<file path="src/rtl/seg7_pkg.sv">
// Shared opcodes, glyph constants and hex glyph decoder
// for the multi-digit 7-segment custom instruction.
package seg7_pkg;

  localparam logic [2:0] OP_WR_HEX = 3'd0;
  localparam logic [2:0] OP_WR_RAW = 3'd1;
  localparam logic [2:0] OP_WR_DEC = 3'd2;
  localparam logic [2:0] OP_BLANK  = 3'd3;
  localparam logic [2:0] OP_READ   = 3'd4;
  localparam logic [2:0] OP_CLEAR  = 3'd5;

  localparam logic [6:0]  SEG_OFF    = 7'h00;
  localparam logic [6:0]  SEG_DASH   = 7'h40;
  localparam logic [31:0] ERR_RESULT = 32'hFFFF_FFFF;

  typedef enum logic [2:0] {
    S_IDLE,
    S_LOAD,
    S_SHIFT,
    S_WRITE,
    S_DONE
  } ci_state_t;

  // Active-high gfedcba glyphs, A-F drawn as A b C d E F
  function automatic logic [6:0] hex_to_seg(input logic [3:0] h);
    logic [6:0] s;
    case (h)
      4'h0:    s = 7'h3F;
      4'h1:    s = 7'h06;
      4'h2:    s = 7'h5B;
      4'h3:    s = 7'h4F;
      4'h4:    s = 7'h66;
      4'h5:    s = 7'h6D;
      4'h6:    s = 7'h7D;
      4'h7:    s = 7'h07;
      4'h8:    s = 7'h7F;
      4'h9:    s = 7'h6F;
      4'hA:    s = 7'h77;
      4'hB:    s = 7'h7C;
      4'hC:    s = 7'h39;
      4'hD:    s = 7'h5E;
      4'hE:    s = 7'h79;
      default: s = 7'h71;
    endcase
    return s;
  endfunction

endpackage

</file>
<file path="src/rtl/seg7_bin2bcd.sv">
// Sequential double-dabble converter, one shift per enabled cycle.
// Overflow is sticky when a carry leaves the top BCD digit.
module seg7_bin2bcd #(
  parameter int DEC_W      = 20,
  parameter int NUM_DIGITS = 6
) (
  input  logic                    clk,
  input  logic                    reset,
  input  logic                    en,
  input  logic                    start,
  input  logic [DEC_W-1:0]        value,
  output logic                    busy,
  output logic                    done,
  output logic [4*NUM_DIGITS-1:0] bcd,
  output logic                    overflow
);

  localparam int BW = 4 * NUM_DIGITS;
  localparam int CW = (DEC_W > 1) ? $clog2(DEC_W) : 1;

  logic [DEC_W-1:0] bin_q;
  logic [BW-1:0]    bcd_q;
  logic [BW-1:0]    adj;
  logic [CW-1:0]    cnt_q;
  logic             busy_q;
  logic             ovf_q;

  always_comb begin
    adj = bcd_q;
    for (int i = 0; i < NUM_DIGITS; i++) begin
      if (bcd_q[4*i+:4] >= 4'd5)
        adj[4*i+:4] = bcd_q[4*i+:4] + 4'd3;
    end
  end

  always_ff @(posedge clk) begin
    if (reset) begin
      bin_q  <= '0;
      bcd_q  <= '0;
      cnt_q  <= '0;
      busy_q <= 1'b0;
      ovf_q  <= 1'b0;
    end else if (en) begin
      if (start) begin
        bin_q  <= value;
        bcd_q  <= '0;
        cnt_q  <= CW'(DEC_W - 1);
        busy_q <= 1'b1;
        ovf_q  <= 1'b0;
      end else if (busy_q) begin
        bcd_q  <= {adj[BW-2:0], bin_q[DEC_W-1]};
        bin_q  <= bin_q << 1;
        ovf_q  <= ovf_q | adj[BW-1];
        busy_q <= (cnt_q != '0);
        cnt_q  <= cnt_q - 1'b1;
      end
    end
  end

  assign busy     = busy_q;
  assign done     = busy_q & en & (cnt_q == '0);
  assign bcd      = bcd_q;
  assign overflow = ovf_q;

endmodule

</file>
<file path="src/rtl/ci_seg7_multidigit.sv">
// Multi-cycle custom instruction driving a bank of
// 7-segment digits with hex, raw and decimal writes.
module ci_seg7_multidigit
  import seg7_pkg::*;
#(
  parameter int NUM_DIGITS = 6,
  parameter int DEC_W      = 20,
  parameter bit ACTIVE_LOW = 1'b1
) (
  input  logic                    clk,
  input  logic                    reset,
  input  logic                    clk_en,
  input  logic                    start,
  input  logic [2:0]              n,
  input  logic [31:0]             dataa,
  input  logic [31:0]             datab,
  output logic [31:0]             result,
  output logic                    done,
  output logic [7*NUM_DIGITS-1:0] seg_out
);

  localparam int IDXW = (NUM_DIGITS > 1) ? $clog2(NUM_DIGITS) : 1;
  localparam int SW   = 7 * NUM_DIGITS;

  ci_state_t state_q, state_d;

  logic [NUM_DIGITS-1:0][6:0] dig_q, dig_d;
  logic [NUM_DIGITS-1:0]      mask_q, mask_d;
  logic [31:0]                res_q, res_d;
  logic [SW-1:0]              seg_q, seg_d;
  logic                       lzb_q, lzb_d;

  logic [IDXW-1:0]         idx;
  logic                    idx_ok;
  logic                    lz;
  logic [3:0]              nib;
  logic [6:0]              s;
  logic                    conv_start;
  logic                    conv_busy;
  logic                    conv_done;
  logic                    conv_ovf;
  logic [4*NUM_DIGITS-1:0] bcd;
  logic                    unused_bits;

  assign unused_bits = ^{dataa, datab};

  seg7_bin2bcd #(
    .DEC_W      (DEC_W),
    .NUM_DIGITS (NUM_DIGITS)
  ) u_bcd (
    .clk      (clk),
    .reset    (reset),
    .en       (clk_en),
    .start    (conv_start),
    .value    (dataa[DEC_W-1:0]),
    .busy     (conv_busy),
    .done     (conv_done),
    .bcd      (bcd),
    .overflow (conv_ovf)
  );

  assign idx    = datab[IDXW-1:0];
  assign idx_ok = 32'(idx) < 32'(NUM_DIGITS);

  always_comb begin
    state_d    = state_q;
    dig_d      = dig_q;
    mask_d     = mask_q;
    res_d      = res_q;
    lzb_d      = lzb_q;
    conv_start = 1'b0;
    lz         = 1'b0;
    nib        = '0;
    unique case (state_q)
      S_IDLE: begin
        if (start) begin
          res_d   = '0;
          state_d = S_DONE;
          unique case (1'b1)
            n == OP_WR_HEX: begin
              if (idx_ok) dig_d[idx] = hex_to_seg(dataa[3:0]);
              else        res_d      = ERR_RESULT;
            end
            n == OP_WR_RAW: begin
              if (idx_ok) dig_d[idx] = dataa[6:0];
              else        res_d      = ERR_RESULT;
            end
            n == OP_WR_DEC: begin
              conv_start = 1'b1;
              lzb_d      = datab[0];
              state_d    = S_LOAD;
            end
            n == OP_BLANK: mask_d = dataa[NUM_DIGITS-1:0];
            n == OP_READ: begin
              if (idx_ok) res_d = {25'b0, dig_q[idx]};
              else        res_d = ERR_RESULT;
            end
            n == OP_CLEAR: begin
              dig_d  = '0;
              mask_d = '0;
            end
            default: res_d = ERR_RESULT;
          endcase
        end
      end
      S_LOAD:  state_d = conv_done ? S_WRITE : S_SHIFT;
      S_SHIFT: if (conv_done || !conv_busy) state_d = S_WRITE;
      S_WRITE: begin
        state_d = S_DONE;
        lz      = lzb_q;
        // Units digit is never blanked so zero still shows
        for (int k = NUM_DIGITS - 1; k >= 0; k--) begin
          nib = bcd[4*k+:4];
          if (lz && nib == 4'd0 && k != 0) begin
            dig_d[k] = SEG_OFF;
          end else begin
            lz       = 1'b0;
            dig_d[k] = hex_to_seg(nib);
          end
        end
        if (conv_ovf) begin
          dig_d = {NUM_DIGITS{SEG_DASH}};
          res_d = 32'd1;
        end else begin
          res_d = '0;
        end
      end
      S_DONE:  state_d = S_IDLE;
      default: state_d = S_IDLE;
    endcase
  end

  // Output register tracks the next digit state so the
  // display is current by the time done rises
  always_comb begin
    seg_d = '0;
    s     = '0;
    for (int k = 0; k < NUM_DIGITS; k++) begin
      s = mask_d[k] ? SEG_OFF : dig_d[k];
      seg_d[7*k+:7] = ACTIVE_LOW ? ~s : s;
    end
  end

  always_ff @(posedge clk) begin
    if (reset) begin
      state_q <= S_IDLE;
      dig_q   <= '0;
      mask_q  <= '0;
      res_q   <= '0;
      lzb_q   <= 1'b0;
      seg_q   <= {SW{ACTIVE_LOW}};
    end else if (clk_en) begin
      state_q <= state_d;
      dig_q   <= dig_d;
      mask_q  <= mask_d;
      res_q   <= res_d;
      lzb_q   <= lzb_d;
      seg_q   <= seg_d;
    end
  end

  assign done    = clk_en & (state_q == S_DONE);
  assign result  = res_q;
  assign seg_out = seg_q;

endmodule

</file>
<file path="config.mk">
export PLATFORM = sky130hd
export DESIGN_NAME = ci_seg7_multidigit
export DESIGN_NICKNAME = d
export VERILOG_FILES = /design/src/rtl/seg7_pkg.sv /design/src/rtl/seg7_bin2bcd.sv /design/src/rtl/ci_seg7_multidigit.sv
export SDC_FILE = /design/constraint.sdc
export NUM_CORES = 1
export LEC_CHECK = 0
export ABC_AREA = 1
export CORE_UTILIZATION = 25
export CTS_BUF_LIST = sky130_fd_sc_hd__clkbuf_16
export DETAILED_ROUTE_END_ITERATION = 16
export GPL_ROUTABILITY_DRIVEN = 0
export PLACE_DENSITY_LB_ADDON = 0.15
export SLEW_MARGIN = 20
export SYNTH_ARGS = -nofsm -noshare
export SYNTH_HDL_FRONTEND = slang
export SYNTH_HIERARCHICAL = 1
export SYNTH_SLANG_ARGS = --single-unit
</file>
<file path="constraint.sdc">
create_clock -name clk -period 2.2 [get_ports clk]
set_input_delay 0.22 -clock clk [delete_from_list [all_inputs] [get_ports clk]]
set_output_delay 0.22 -clock clk [all_outputs]
set_load 0.02 [all_outputs]
</file>
==> metrics.md, run 1 <==
| Metric | Value |
|---|---|
| Unrepaired setup endpoints after global routing | `false` |
| Crit-path cells | `inv_2 -> nor3_1 -> clkdlybuf4s50_1` |
| Static leakage | `0.00532 uW` |
| GR Overflow Total | `0` |
| CP Data Required Time | `1.98 ns` |
| Vias in the first global route | `10300` |
| First-pass GRT wire length | `56700 um` |
| I/O Buffers | `104` |
| Postcts setup bufs | `0` |
| H-tree levels | `4` |
| Die height | `205 um` |
| Setup Viol. Count Final | `0` |
| Largest family of logic cells by synthesized area | `simple AND/OR/NAND/NOR gates` |
| DRT Wirelength | `35700 um` |
| Period utilisation layout | `93.9%` |
| CTS clk-pin slew, worst paths | `0.07 ns` |
| Count of cell types in the netlist | `44` |
| Final-layout fill cell count | `4556` |
| Avg Synthesized Cell Area | `6.19 um2` |
| Worst Setup SP | `state_q[2]` |
| Post-route cell area | `12900 um2` |
| Slew HR | `50.7%` |
| Placed cell areas | `12400 um2` |
| Layout area overhead | `25.3%` |
| Clk Latency, worst-skew pair | `0.45 ns` |
| Switching pwr | `2010 uW` |
| Slew @ Worst Pin | `0.740 ns` |
| Clk pwr share | `41.0%` |
| Wire length per cell | `15.2 um` |
| #FFs+latches synth | `153` |
| Crit path DAT | `1.84 ns` |
| Max cap viols | `0` |
| CTS Hold Bufs | `0` |
| Tmin final | `2.06 ns` |
| Layout Cells excl Fill | `2346` |
| CTS tree | `built` |
| Sequential element share of the synthesized area | `29.7%` |
| Peak supply drop | `0.510 mV` |
| Cells after DPL | `2315` |
| Num CTS Buffers | `17` |
| Async SR Flop Fraction | `0%` |
| Initial Utilization | `25.3%` |
| Slowest Stage Delay on Critical Path | `0.66 ns` |
| Reg-to-reg startpoint | `u_bcd/bcd[20]` |
| CTS sink cnt | `153` |
| CP top delay family | `buffers and inverters` |
| DRC Markers | `0` |
| Ys flop type | `dfxtp_1` |
| Initial antenna violation count | `0` |
| Buffers plus inverters on the worst setup path | `2` |
| Final hold violations | `0` |
| Setup ws final | `0.135 ns` |
| FMAX | `0.484 GHz` |
| Place WS | `-0.105 ns` |
| Final Skew | `0.0173 ns` |
| Ranking of synthesized cells by area | `dfxtp_1, nand2_1, a21oi_1` |
| CP Launch Type | `flip-flop` |
| Synth Area in Adders | `5.94%` |
| Count leader, synth | `nand2_1` |
| Synth Area in Compound Gates | `16.7%` |
| Number of diodes | `0` |
| Core Rows | `74` |
| Top post-synthesis cells by count | `nand2_1, dfxtp_1, inv_1, a21oi_1, nor2_1` |
| Int Pwr | `4600 uW` |
| Number of synthesized flops with an enable pin | `0` |
| Flop pwr share | `43.2%` |
| Simple-gate share of the synthesized area | `36.7%` |
| Cell Pwr Density | `511 nW/um2` |
| Synth Cell Area | `10300 um2` |
| Post-DP HPWL | `27200 um` |
| Drt via density | `4.68` |
| Die Wd | `205 um` |
| Critical path's slowest cell | `clkdlybuf4s50_1` |
| Initial DRC Count | `769` |
| Share of cells above drive strength 1 | `10.8%` |
| Slew Viols, Final | `0` |
| Largest net degree at the start of global routing | `68` |
| Combinational power share | `15.8%` |
| Core Region | `40700 um2` |
| Mapped Cells | `1669` |
| Top cell type's share of synthesized area | `29.7%` |
| CP endpoint kind | `primary output` |
| Switching Share | `30.4%` |
| Status | `completed` |
| Clock Tree Root | `clkbuf_16` |
| Routed vias | `11000` |
| Yosys top cell by area | `dfxtp_1` |
| Nets | `1922` |
| Synth Area in XOR/XNOR | `0.0848%` |
| WS Path Type | `reg -> out` |
| Post-synthesis mux area share | `0%` |
| Die Area | `42100 um2` |
| Ys Warns | `6` |
| Crit Path Max Fanout | `6` |
| Pre-antenna DRT Iters | `5` |
| Post-route ant nets | `0` |
| Min-delay worst type | `in -> reg` |
| Global Route Usage Sum | `17.4%` |
| # IOs | `146` |
| Post-Syn Nets | `1789` |
| CTS-repair resized insts | `0` |
| Clock tree buffer depth | `2` |
| HP Start | `reset` |
[placed cells by master (no fill, tap or decap), drive strengths merged]
cell	instances
clkinv	10
dfxtp	153
xor2	1
o31ai	2
o211ai	12
nand3	138
a21boi	1
ha	49
clkbuf	17
nand4	24
clkdlybuf4s50	102
a31oi	6
a32oi	1
a22oi	3
clkinvlp	4
buf	98
inv	169
nand2	572
nor2	153
nor3	11
a21oi	147
o21ai	129
a211oi	1
o22ai	6
nand3b	3
and3	1
o211a	1
[metal layers]
layer / GRT usage (%) / wire length [um] / vias up
met5: 0 / 0 / -
met4: 3.44 / 243 / 0
met3: 2.72 / 1580 / 12
met2: 29.5 / 16900 / 216
met1: 23.3 / 17000 / 5104
li1: - / - / 5637
[power groups by stage]
stage | sequential, uW | clock, uW | combinational (uW)
2_1_floorplan | 2940 | 0 | 560
3_3_place_gp | 2920 | 0 | 1040
3_5_place_dp | 2920 | 0 | 1040
4_1_cts | 2850 | 2820 | 1050
5_1_grt | 2860 | 2910 | 1140
6_report | 2850 | 2710 | 1040
[path summary, 6_finish.rpt]
path	endpoint	slack, ns	depth (start not counted)
worst max-delay path	done	0.14	3
worst min-delay path	u_bcd/cnt_q[4]	0.21	2
worst max register to register	seg_out[34]	0.21	12
worst min register to register	u_bcd/bin_q[14]	0.45	2
[registers in the layout (all words and copies together), names as in the netlist, 3 cells and up]
signal and flops:
result 8, state_q 3, dig_q 42, mask_q 6, u_bcd/bin_q 20, seg_out 42
u_bcd/bcd 24, u_bcd/cnt_q 5
[stage by stage]
stage	hold slack (ns)	TNS (ns)	total power (uW)	util, %
after global placement	0.436	-2.32	3960	30.5
after floorplan	0.360	0	3500	-
after global routing	0.210	0	6910	31.8
after CTS	0.187	0	6720	31.7
final	0.213	0	6610	31.8
after detailed placement	0.442	-2.15	3960	30.5
[cell families after synthesis]
| kind of cell | after synthesis |
|---|---|
| buffers and inverters | 255 |
| adders and majority gates | 49 |
| AOI/OAI and AO/OA | 309 |
| DFF | 153 |
| xor gates and xnor gates | 1 |
| and+or+nand+nor | 902 |
[cell type report]
class                   instances  area, um2  area share [%]
multi-input cells            1261       6160            47.6
flip-flops and latches        153       3060            23.7
repair buffers                200       1910            14.7
well taps                     532        666            5.14
inverters                     169        637            4.92
clock buffers                  17        425            3.29
clock inverters                14       85.1           0.657
(Power assumes the default switching activity.)
==> run 2, diff against run 1 <==
==> constraint.sdc (replaced) <==
create_clock -name clk -period 2 [get_ports clk]
set_input_delay 0.2 -clock clk [delete_from_list [all_inputs] [get_ports clk]]
set_output_delay 0.2 -clock clk [all_outputs]
set_load 0.02 [all_outputs]
==> metrics.md, run 2 (same netlist as run 1, synthesis figures left out) <==
| Metric | Value |
|---|---|
| Pre-antenna DRT Iters | `5 (unchanged)` |
| CTS clk-pin slew, worst paths | `0.08 ns (was 0.07 ns)` |
| FMAX | `0.543 GHz` |
| Max cap viols | `0 (unchanged)` |
| Core Region | `40700 um2 (unchanged)` |
| Post-DP HPWL | `27900 um (was 27200 um)` |
| Commonest non-fill, non-tap cell in the layout | `nand2_1 (unchanged)` |
| Die Wd | `205 um (unchanged)` |
| Drt via density | `4.70 (was 4.68)` |
| CP endpoint kind | `primary output (unchanged)` |
| CTS Hold Bufs | `0 (unchanged)` |
| Die Area | `42100 um2 (unchanged)` |
| Global Route Usage Sum | `18.0% (was 17.4%)` |
| GR Overflow Total | `0 (unchanged)` |
| Number of diodes | `0 (unchanged)` |
| First-pass GRT wire length | `58100 um (was 56700 um)` |
| Num CTS Buffers | `17 (unchanged)` |
| Place WS | `-0.240 ns (was -0.105 ns)` |
| Clock Tree Root | `clkbuf_16 (unchanged)` |
| Post-route setup TNS | `0 ns (unchanged)` |
| CTS tree | `built (unchanged)` |
| Reg-to-reg startpoint | `state_q[1] (was u_bcd/bcd[20])` |
| Setup ws final | `0.158 ns (was 0.135 ns)` |
| Slew HR | `48.2% (was 50.7%)` |
| Static leakage | `0.00555 uW (was 0.00532 uW)` |
| I/O Buffers | `104 (unchanged)` |
| Core Rows | `74 (unchanged)` |
| Clk Latency, worst-skew pair | `0.47 ns (was 0.45 ns)` |
| Crit path DAT | `1.64 ns (was 1.84 ns)` |
| Die height | `205 um (unchanged)` |
| Status | `completed (unchanged)` |
| Most frequent cells in the layout | `nand2_1, inv_1, dfxtp_1 (was nand2_1, dfxtp_1, inv_1)` |
| Initial Utilization | `25.3% (unchanged)` |
| CTS sink cnt | `153 (unchanged)` |
| # IOs | `146 (unchanged)` |
| Vias in the first global route | `10600 (was 10300)` |
| Initial DRC Count | `761 (was 769)` |
| Slew @ Worst Pin | `0.777 ns (was 0.740 ns)` |
| Post-route ant nets | `0 (unchanged)` |
| Tmin final | `1.84 ns` |
| DRT Wirelength | `36700 um (was 35700 um)` |
| Largest net degree at the start of global routing | `64 (was 68)` |
| Flop-to-flop setup slack | `0.17 ns (was 0.21 ns)` |
| CP Data Required Time | `1.80 ns (was 1.98 ns)` |
| Peak supply drop | `0.568 mV (was 0.510 mV)` |
| DRC Markers | `0 (unchanged)` |
| Wire length per cell | `15.4 um (was 15.2 um)` |
| Final Skew | `0.0215 ns (was 0.0173 ns)` |
| Initial antenna violation count | `1 (was 0)` |
| Routed vias | `11200 (was 11000)` |
| Cells after DPL | `2354 (was 2315)` |
| Slew Viols, Final | `0 (unchanged)` |
| Share of cells above drive strength 1 | `13.1% (was 10.8%)` |
| Final core utilization | `32.7% (was 31.8%)` |
| Post-route total power | `7600 uW (was 6610 uW)` |
| Layout area overhead | `28.9% (was 25.3%)` |
| Cell Pwr Density | `571 nW/um2 (was 511 nW/um2)` |
| Layout Cells excl Fill | `2386 (was 2346)` |
| CP Launch Type | `flip-flop (unchanged)` |
| H-tree levels | `4 (unchanged)` |
| Final hold violations | `0 (unchanged)` |
| Crit Path Max Fanout | `26 (was 6)` |
| WS Path Type | `reg -> out (unchanged)` |
| Nets | `1962 (was 1922)` |
| Clock tree buffer depth | `2 (unchanged)` |
| Period utilisation layout | `92.1%` |
| HP Start | `clk_en (was reset)` |
| Unrepaired setup endpoints after global routing | `true (was false)` |
| Setup Viol. Count Final | `0 (unchanged)` |
| Min-delay worst type | `in -> reg (unchanged)` |
| Worst Setup SP | `result[30] (was state_q[2])` |
==> run 2: changes by cell type in the layout (fill, tap and decap cells not counted), moves of 2 or more <==
cell and delta:
buf_4 +41, dfxtp_2 +2, dfxtp_1 -2, nor2_4 +2, clkinv_2 -2, clkinv_4 +2, clkinv_1 -2, bufinv_16 +2
==> run 2: layout make-up <==
cell class                 count  area [um2]
fill                        4512       27400
multi-input combinational   1261        6180
sequential                   153        3070
timing repair buffer         240        2190
tap                          532         666
inverter                     169         639
clock buffer                  17         425
clock inverter                14         136
==> run 2: worst paths after layout <==
| path | end | depth (start not counted) |
|---|---|---|
| min | seg_out[12] | 3 |
| min reg2reg | u_bcd/bin_q[14] | 2 |
| max reg2reg | seg_out[33] | 11 |
| max | result[12] | 2 |
==> run 2: timing repair <==
item / CTS / global route
setup buffers: 0 / 1
endpoints found under the setup margin: 1 / 62
resized for setup: 1 / 13
pin swaps: 0 / 4
==> run 2: stage by stage <==
stage	cell area, um2	hold slack [ns]
4_1_cts	13300	0.106
3_5_place_dp	12700	0.441
3_3_place_gp	12700	0.434
5_1_grt	13300	0.102
6_report	13300	0.0986
2_1_floorplan	10300	0.340
==> run 2: layer usage <==
layer  routed length (um)  track usage (%)  share of wire (%)  up-vias
li1                     -                -                  -     5705
met4                  835             5.53                2.3        2
met2                16400             28.6                 45      273
met3                 2000             4.10                5.5       51
met5                   11                0              0.030        -
met1                17500             23.9                 48     5172
==> run 2: report_power, final <==
part	internal (uW)	total, uW	switching, uW
Sequential	3100	3140	34.9
Combinational	427	1200	770
Clock	1810	3270	1450
Total	5340	7600	2260
==> run 2: worst max-delay path, cell delays in order, from the launching register on <==
cell and delay [ns]:
dfxtp_1 0.31, buf_4 0.23, clkdlybuf4s50_1 0.65
